File: src/rtl/wb_trace_pkg.sv
// Shared types and constants for the writeback trace serializer.
// Optional exception-vector filtering is enabled with WB_TRACE_EXC_FILTER_EN.
package wb_trace_pkg;

  typedef struct packed {
    logic [31:0] pc;
    logic [4:0]  rd;
    logic [31:0] wdata;
  } wb_entry_t;

  localparam logic [31:0] EXC_VEC_PC    = 32'hbfc00380;
  localparam logic [3:0]  DEBUG_WEN_ALL = 4'hf;

  // Exception-entry writes share the 8-byte aligned block at the vector.
  function automatic logic is_exc_vec(input logic [31:0] pc);
    return pc[31:3] == EXC_VEC_PC[31:3];
  endfunction

endpackage

File: src/rtl/wb_trace_fifo.sv
// Two-write / one-read FIFO of trace entries with in-order dual push.
// Slot 0 is always written before slot 1; slot 1 is only taken when two entries fit.
module wb_trace_fifo
  import wb_trace_pkg::*;
#(
  parameter int DEPTH = 16
) (
  input  logic                     clock,
  input  logic                     reset,
  input  logic                     push0_valid,
  input  wb_entry_t                push0_entry,
  input  logic                     push1_valid,
  input  wb_entry_t                push1_entry,
  input  logic                     pop_req,
  output logic                     pop_valid,
  output wb_entry_t                head,
  output logic [$clog2(DEPTH):0]   count,
  output logic [1:0]               accepted
);

  localparam int AW = $clog2(DEPTH);
  localparam int CW = AW + 1;

  wb_entry_t       mem [DEPTH];
  logic [AW-1:0]   wr_ptr;
  logic [AW-1:0]   rd_ptr;
  logic [CW-1:0]   free;
  logic            accept0;
  logic            accept1;

  // The slot being popped this edge is reusable by this edge's pushes.
  assign pop_valid = pop_req && (count != '0);
  assign free      = CW'(DEPTH) - count + CW'(pop_valid);
  assign accept0   = push0_valid && (free != '0);
  assign accept1   = push1_valid && accept0 && (free >= CW'(2));
  assign accepted  = {1'b0, accept0} + {1'b0, accept1};
  assign head      = mem[rd_ptr];

  always_ff @(posedge clock) begin
    if (accept0) begin
      mem[wr_ptr] <= push0_entry;
    end
    if (accept1) begin
      mem[wr_ptr + AW'(1)] <= push1_entry;
    end
  end

  always_ff @(posedge clock) begin
    if (reset) begin
      wr_ptr <= '0;
      rd_ptr <= '0;
      count  <= '0;
    end else begin
      wr_ptr <= wr_ptr + AW'(accepted);
      rd_ptr <= rd_ptr + AW'(pop_valid);
      count  <= count - CW'(pop_valid) + CW'(accepted);
    end
  end

endmodule

File: src/rtl/wb_trace_serializer.sv
// Serializes up to two retired register writes per cycle onto the single-port debug trace.
// Define WB_TRACE_EXC_FILTER_EN to drop writes whose PC lies in the exception-vector block.
module wb_trace_serializer
  import wb_trace_pkg::*;
#(
  parameter int DEPTH        = 16,
  parameter int STALL_MARGIN = 2
) (
  input  logic        clock,
  input  logic        reset,
  input  logic        wb0_en,
  input  logic [4:0]  wb0_rd,
  input  logic [31:0] wb0_data,
  input  logic [31:0] wb0_pc,
  input  logic        wb1_en,
  input  logic [4:0]  wb1_rd,
  input  logic [31:0] wb1_data,
  input  logic [31:0] wb1_pc,
  output logic        stall_o,
  output logic        overflow_o,
  output logic [31:0] debug_wb_pc,
  output logic [3:0]  debug_wb_rf_wen,
  output logic [4:0]  debug_wb_rf_wnum,
  output logic [31:0] debug_wb_rf_wdata
);

  localparam int CW = $clog2(DEPTH) + 1;

  wb_entry_t       entry0;
  wb_entry_t       entry1;
  wb_entry_t       first_entry;
  wb_entry_t       head;
  logic            exc0;
  logic            exc1;
  logic            qual0;
  logic            qual1;
  logic            first_valid;
  logic            second_valid;
  logic            pop_valid;
  logic [1:0]      requested;
  logic [1:0]      accepted;
  logic [CW-1:0]   count;
  logic            drop;

`ifdef WB_TRACE_EXC_FILTER_EN
  assign exc0 = is_exc_vec(wb0_pc);
  assign exc1 = is_exc_vec(wb1_pc);
`else
  assign exc0 = 1'b0;
  assign exc1 = 1'b0;
`endif

  assign entry0 = '{pc: wb0_pc, rd: wb0_rd, wdata: wb0_data};
  assign entry1 = '{pc: wb1_pc, rd: wb1_rd, wdata: wb1_data};

  assign qual0 = wb0_en && (wb0_rd != 5'd0) && !exc0;
  assign qual1 = wb1_en && (wb1_rd != 5'd0) && !exc1;

  // A lone lane-1 write moves into slot 0 so the FIFO only ever sees packed pushes.
  assign first_valid  = qual0 || qual1;
  assign first_entry  = qual0 ? entry0 : entry1;
  assign second_valid = qual0 && qual1;

  assign requested = {1'b0, qual0} + {1'b0, qual1};
  assign drop      = accepted < requested;

  assign stall_o = (DEPTH - int'(count)) < (STALL_MARGIN + 2);

  wb_trace_fifo #(
    .DEPTH (DEPTH)
  ) u_fifo (
    .clock       (clock),
    .reset       (reset),
    .push0_valid (first_valid),
    .push0_entry (first_entry),
    .push1_valid (second_valid),
    .push1_entry (entry1),
    .pop_req     (1'b1),
    .pop_valid   (pop_valid),
    .head        (head),
    .count       (count),
    .accepted    (accepted)
  );

  always_ff @(posedge clock) begin
    if (reset) begin
      overflow_o        <= 1'b0;
      debug_wb_pc       <= '0;
      debug_wb_rf_wen   <= '0;
      debug_wb_rf_wnum  <= '0;
      debug_wb_rf_wdata <= '0;
    end else begin
      overflow_o <= overflow_o || drop;
      if (pop_valid) begin
        debug_wb_pc       <= head.pc;
        debug_wb_rf_wen   <= DEBUG_WEN_ALL;
        debug_wb_rf_wnum  <= head.rd;
        debug_wb_rf_wdata <= head.wdata;
      end else begin
        debug_wb_rf_wen   <= '0;
      end
    end
  end

endmodule

File: config.mk
export PLATFORM = sky130hd
export DESIGN_NAME = wb_trace_serializer
export DESIGN_NICKNAME = d
export VERILOG_FILES = /design/src/rtl/wb_trace_pkg.sv /design/src/rtl/wb_trace_fifo.sv /design/src/rtl/wb_trace_serializer.sv
export SDC_FILE = /design/constraint.sdc
export NUM_CORES = 2
export LEC_CHECK = 0
export CORE_MARGIN = 5
export CORE_UTILIZATION = 40
export CTS_BUF_LIST = sky130_fd_sc_hd__clkbuf_2
export CTS_CLUSTER_SIZE = 24
export DETAILED_ROUTE_END_ITERATION = 8
export PLACE_DENSITY = 0.61
export RECOVER_POWER = 100
export SETUP_SLACK_MARGIN = 0.2
export SLEW_MARGIN = 15
export SYNTH_ARGS = -nofsm -noshare
export SYNTH_HDL_FRONTEND = slang
export SYNTH_SLANG_ARGS = --single-unit
File: constraint.sdc
create_clock -name clock -period 10.9 [get_ports clock]
set_clock_uncertainty 0.2 [all_clocks]
set_input_delay 1.635 -clock clock [delete_from_list [all_inputs] [get_ports clock]]
set_output_delay 1.635 -clock clock [all_outputs]
set_load 0.02 [all_outputs]
==> impl_metrics.env <==
export IMPL_cts_tree="built"
export IMPL_hold_viol_final=0
export IMPL_ctsHoldBuffers=0
export IMPL_status="complete, but fails checks"
export IMPL_async_flop_share_pct=0
export IMPL_clock_root_buffer="clkbuf_2"
export IMPL_final_setup_viol_count=0
export IMPL_netlist_area_um2=61300
export IMPL_r2r_start="u_fifo.count[3]"
export IMPL_cts_buffer_depth=4
export IMPL_synth_edf_count=1104
export IMPL_cp_start_kind="flip-flop"
export IMPL_routedWlPerCell_um=26.2
export IMPL_netlist_instances=4983
export IMPL_max_freq_ghz=0.117
export IMPL_drv_cap=47
export IMPL_cts_buffers=331
export IMPL_startpoint="u_fifo.count[3]"
export IMPL_ys_warn_count=0
export IMPL_synth_distinct_cells=52
export IMPL_cts_setup_buffers=0
export IMPL_place_congestion=0.774
export IMPL_multi_input_comb_area_um2=22800
export IMPL_drtIter0Drc=4497
export IMPL_cpLargestDelayFamily="buffers and inverters"
export IMPL_overflow=0
export IMPL_drive_gt1_share_pct=15.3
export IMPL_vdd_drop_max_v=0.000220
export IMPL_grt_pass1_wl_um=277000
export IMPL_core_um2=152000
export IMPL_ys_top_cells_by_count="edfxtp_1, a21oi_1, nor2_1"
export IMPL_num_fill_cells=14500
export IMPL_dp_hpwl_um=101000
export IMPL_fin_nets=5272
export IMPL_cp_slowest_cell="clkbuf_1"
export IMPL_switching_share_pct=35.6
export IMPL_avgSynthCellArea_um2=12.3
export IMPL_placed_area_um2=64700
export IMPL_antenna_found_initial=22
export IMPL_tightest_slew_ns=4.43
export IMPL_yosys_area_top_type_share_pct=54.1
export IMPL_synth_top_family_by_area="multiplexers"
export IMPL_syn2layout_area_growth_pct=7.44
export IMPL_clk_latency_ns=1.72
export IMPL_slew_headroom_pct=-195
export IMPL_seq_area_um2=34800
export IMPL_fp_row_count=143
export IMPL_synth_seq_cells=1188
export IMPL_io_buffers=216
export IMPL_start_util_pct=40.3
export IMPL_cts_resized=0
export IMPL_worstPathRequired_ns=11.85
export IMPL_timing_critical_path_mode_cell="ha_1"
export IMPL_synth_fa_ha_area_share_pct=0.453
export IMPL_grt_pass1_vias=41100
export IMPL_pwr_share_seq_pct=44.8
export IMPL_io_pins=217
export IMPL_min_from="debug_wb_rf_wdata[31]"
export IMPL_fin_area_um2=65900
export IMPL_switching_power_uw=4820
export IMPL_cellLeakagePower_uw=0.0235
export IMPL_arrival_ns=9.47
export IMPL_violations="max-capacitance violations, max-slew violations"
export IMPL_synth_mux_area_share_pct=22.5
export IMPL_clockPowerShare_pct=23.6
export IMPL_cp_cell_sequence="inv_1 > ha_1 > and3_1 > ha_1 > ha_1 > o21a_1 > o211ai_1 > a21oi_1 > or3_1 > o21ai_0 > clkbuf_1"
export IMPL_slowest_delay_ns=2.55
export IMPL_grt_max_degree=139
export IMPL_dp_slack_ns=3.90
export IMPL_p_per_area_nw_per_um2=205
export IMPL_ant_nets=0
export IMPL_dr_pass1_iters=6
export IMPL_dieHeight_um=402
export IMPL_die_area_um2=161000
export IMPL_end_kind="flip-flop"
export IMPL_h_tree_depth=5
export IMPL_drv_slew=1879
export IMPL_drt_wl_total_um=193000
export IMPL_dieWidth_um=402
export IMPL_rrSetupSlack_ns=2.38
export IMPL_ys_flop_type="edfxtp_1"
export IMPL_synth_top_cell_by_area="edfxtp_1"
export IMPL_rsz0062_at_grt="no"
export IMPL_final_min_clock_period_ns=8.52
export IMPL_clkTransAtPathRegs_ns=0.10
export IMPL_drc=0
export IMPL_synth_compound_area_share_pct=8.31
export IMPL_seq_area_frac_synth_pct=56.8
export IMPL_synthSimpleGateAreaFrac_pct=7.75
export IMPL_path_class="flip-flop to flip-flop"
export IMPL_finalPower_uw=13500
export IMPL_synthTopCellsByArea="edfxtp_1, mux2i_1, mux2_4, a21oi_1, nor2_1"
export IMPL_cp_max_fo=36
export IMPL_fin_crit_sh_pct=78.2
export IMPL_fin_tns_setup_ns=0
export IMPL_fin_ws_ns=2.38
export IMPL_synth_fp_nets=5146
export IMPL_synthXorXnorAreaFrac_pct=0.100
export IMPL_hold_path_class="flip-flop to flip-flop"
export IMPL_p_int_uw=8710
export IMPL_track_usage_pct=23.0
export IMPL_clkSinkCount=1188
export IMPL_worst_path_buf_inv=2
export IMPL_combPwrFrac_pct=31.6
export IMPL_post_drt_via_cell_ratio=5.67
export IMPL_vias=41900
export IMPL_synth_most_common_cell="edfxtp_1"
metal layers:
layer / track usage, % / share of wire (%)
met5: 0 / 0.027
met2: 37.3 / 47
met3: 4.40 / 8.1
met1: 31.5 / 43
met4: 6.78 / 2.4
flip-flops by register name, summed over array words and instances, names as in the netlist:
signal             flops
debug_wb_rf_wnum       5
u_fifo.rd_ptr          4
debug_wb_pc           32
u_fifo.wr_ptr          4
debug_wb_rf_wdata     32
u_fifo.count           5
u_fifo.mem          1104
debug_wb_rf_wen        1
overflow_o             1
power by group through the flow:
| stage | clock, uW | combinational, uW | sequential (uW) |
|---|---|---|---|
| 2_1_floorplan | 0 | 2770 | 6210 |
| 6_report | 3190 | 4270 | 6060 |
| 4_1_cts | 3260 | 4270 | 6050 |
| 5_1_grt | 3520 | 4560 | 6110 |
| 3_5_place_dp | 0 | 4250 | 6150 |
| 3_3_place_gp | 0 | 4210 | 6130 |
final timing paths:
path	end	cells after the start
hold / removal	debug_wb_rf_wdata[31]	2
hold reg to reg	debug_wb_rf_wdata[31]	2
setup / recovery	u_fifo.mem[12][52]	11
setup reg to reg	u_fifo.mem[12][52]	11
cells in the final DEF (no fill, tap or decap), drive strengths merged, types with 3 or more instances in the layout:
cell,instances
edfxtp,1104
a21oi,774
nor2,639
mux2i,616
clkbuf,552
mux2,547
nand2,223
nand3,210
clkdlybuf4s50,140
a22oi,138
dfxtp,84
dlygate4sd3,76
buf,50
clkinv,47
inv,21
ha,19
o21ai,15
diode,14
nor3,12
nor4,10
nor2b,9
nand2b,7
or3,7
and2,6
nand4b,4
xnor2,4
or3b,4
xor2,3
stage by stage:
stage | std cells | hold slack [ns] | utilization (%)
after floorplan | 4983 | 0.320 | -
after global placement | 6806 | 0.238 | 42.5
after detailed placement | 6806 | 0.251 | 42.5
after CTS | 7376 | 0.271 | 44.4
after global routing | 7384 | 0.284 | 43.3
final | 7390 | 0.258 | 43.3
worst register-to-register path, cell delays in order (launching register included):
cell,delay [ns]
dfxtp_1,0.44
inv_1,0.13
ha_1,0.27
and3_1,0.22
ha_1,0.25
ha_1,0.26
o21a_1,0.17
o211ai_1,1.00
a21oi_1,0.44
or3_1,1.54
o21ai_0,0.50
clkbuf_1,2.55
area by class of cell:
type,count,share of cell area (%)
timing repair buffer,300,4.13
tap,2030,3.85
inverter,18,0.103
clock buffer,518,3.93
multi-input combinational,3270,34.7
clock inverter,52,0.393
antenna,14,0.0532
sequential,1188,52.9
cell families after synthesis:
| logic type | after synthesis |
|---|---|
| AOI/OAI and AO/OA | 938 |
| xor gates and xnor gates | 7 |
| adders and majority gates | 21 |
| buffers and inverters | 525 |
| DFF | 1188 |
| muxes | 1163 |
| and+or+nand+nor | 1141 |
No activity file was read; power rests on OpenSTA's default activity.
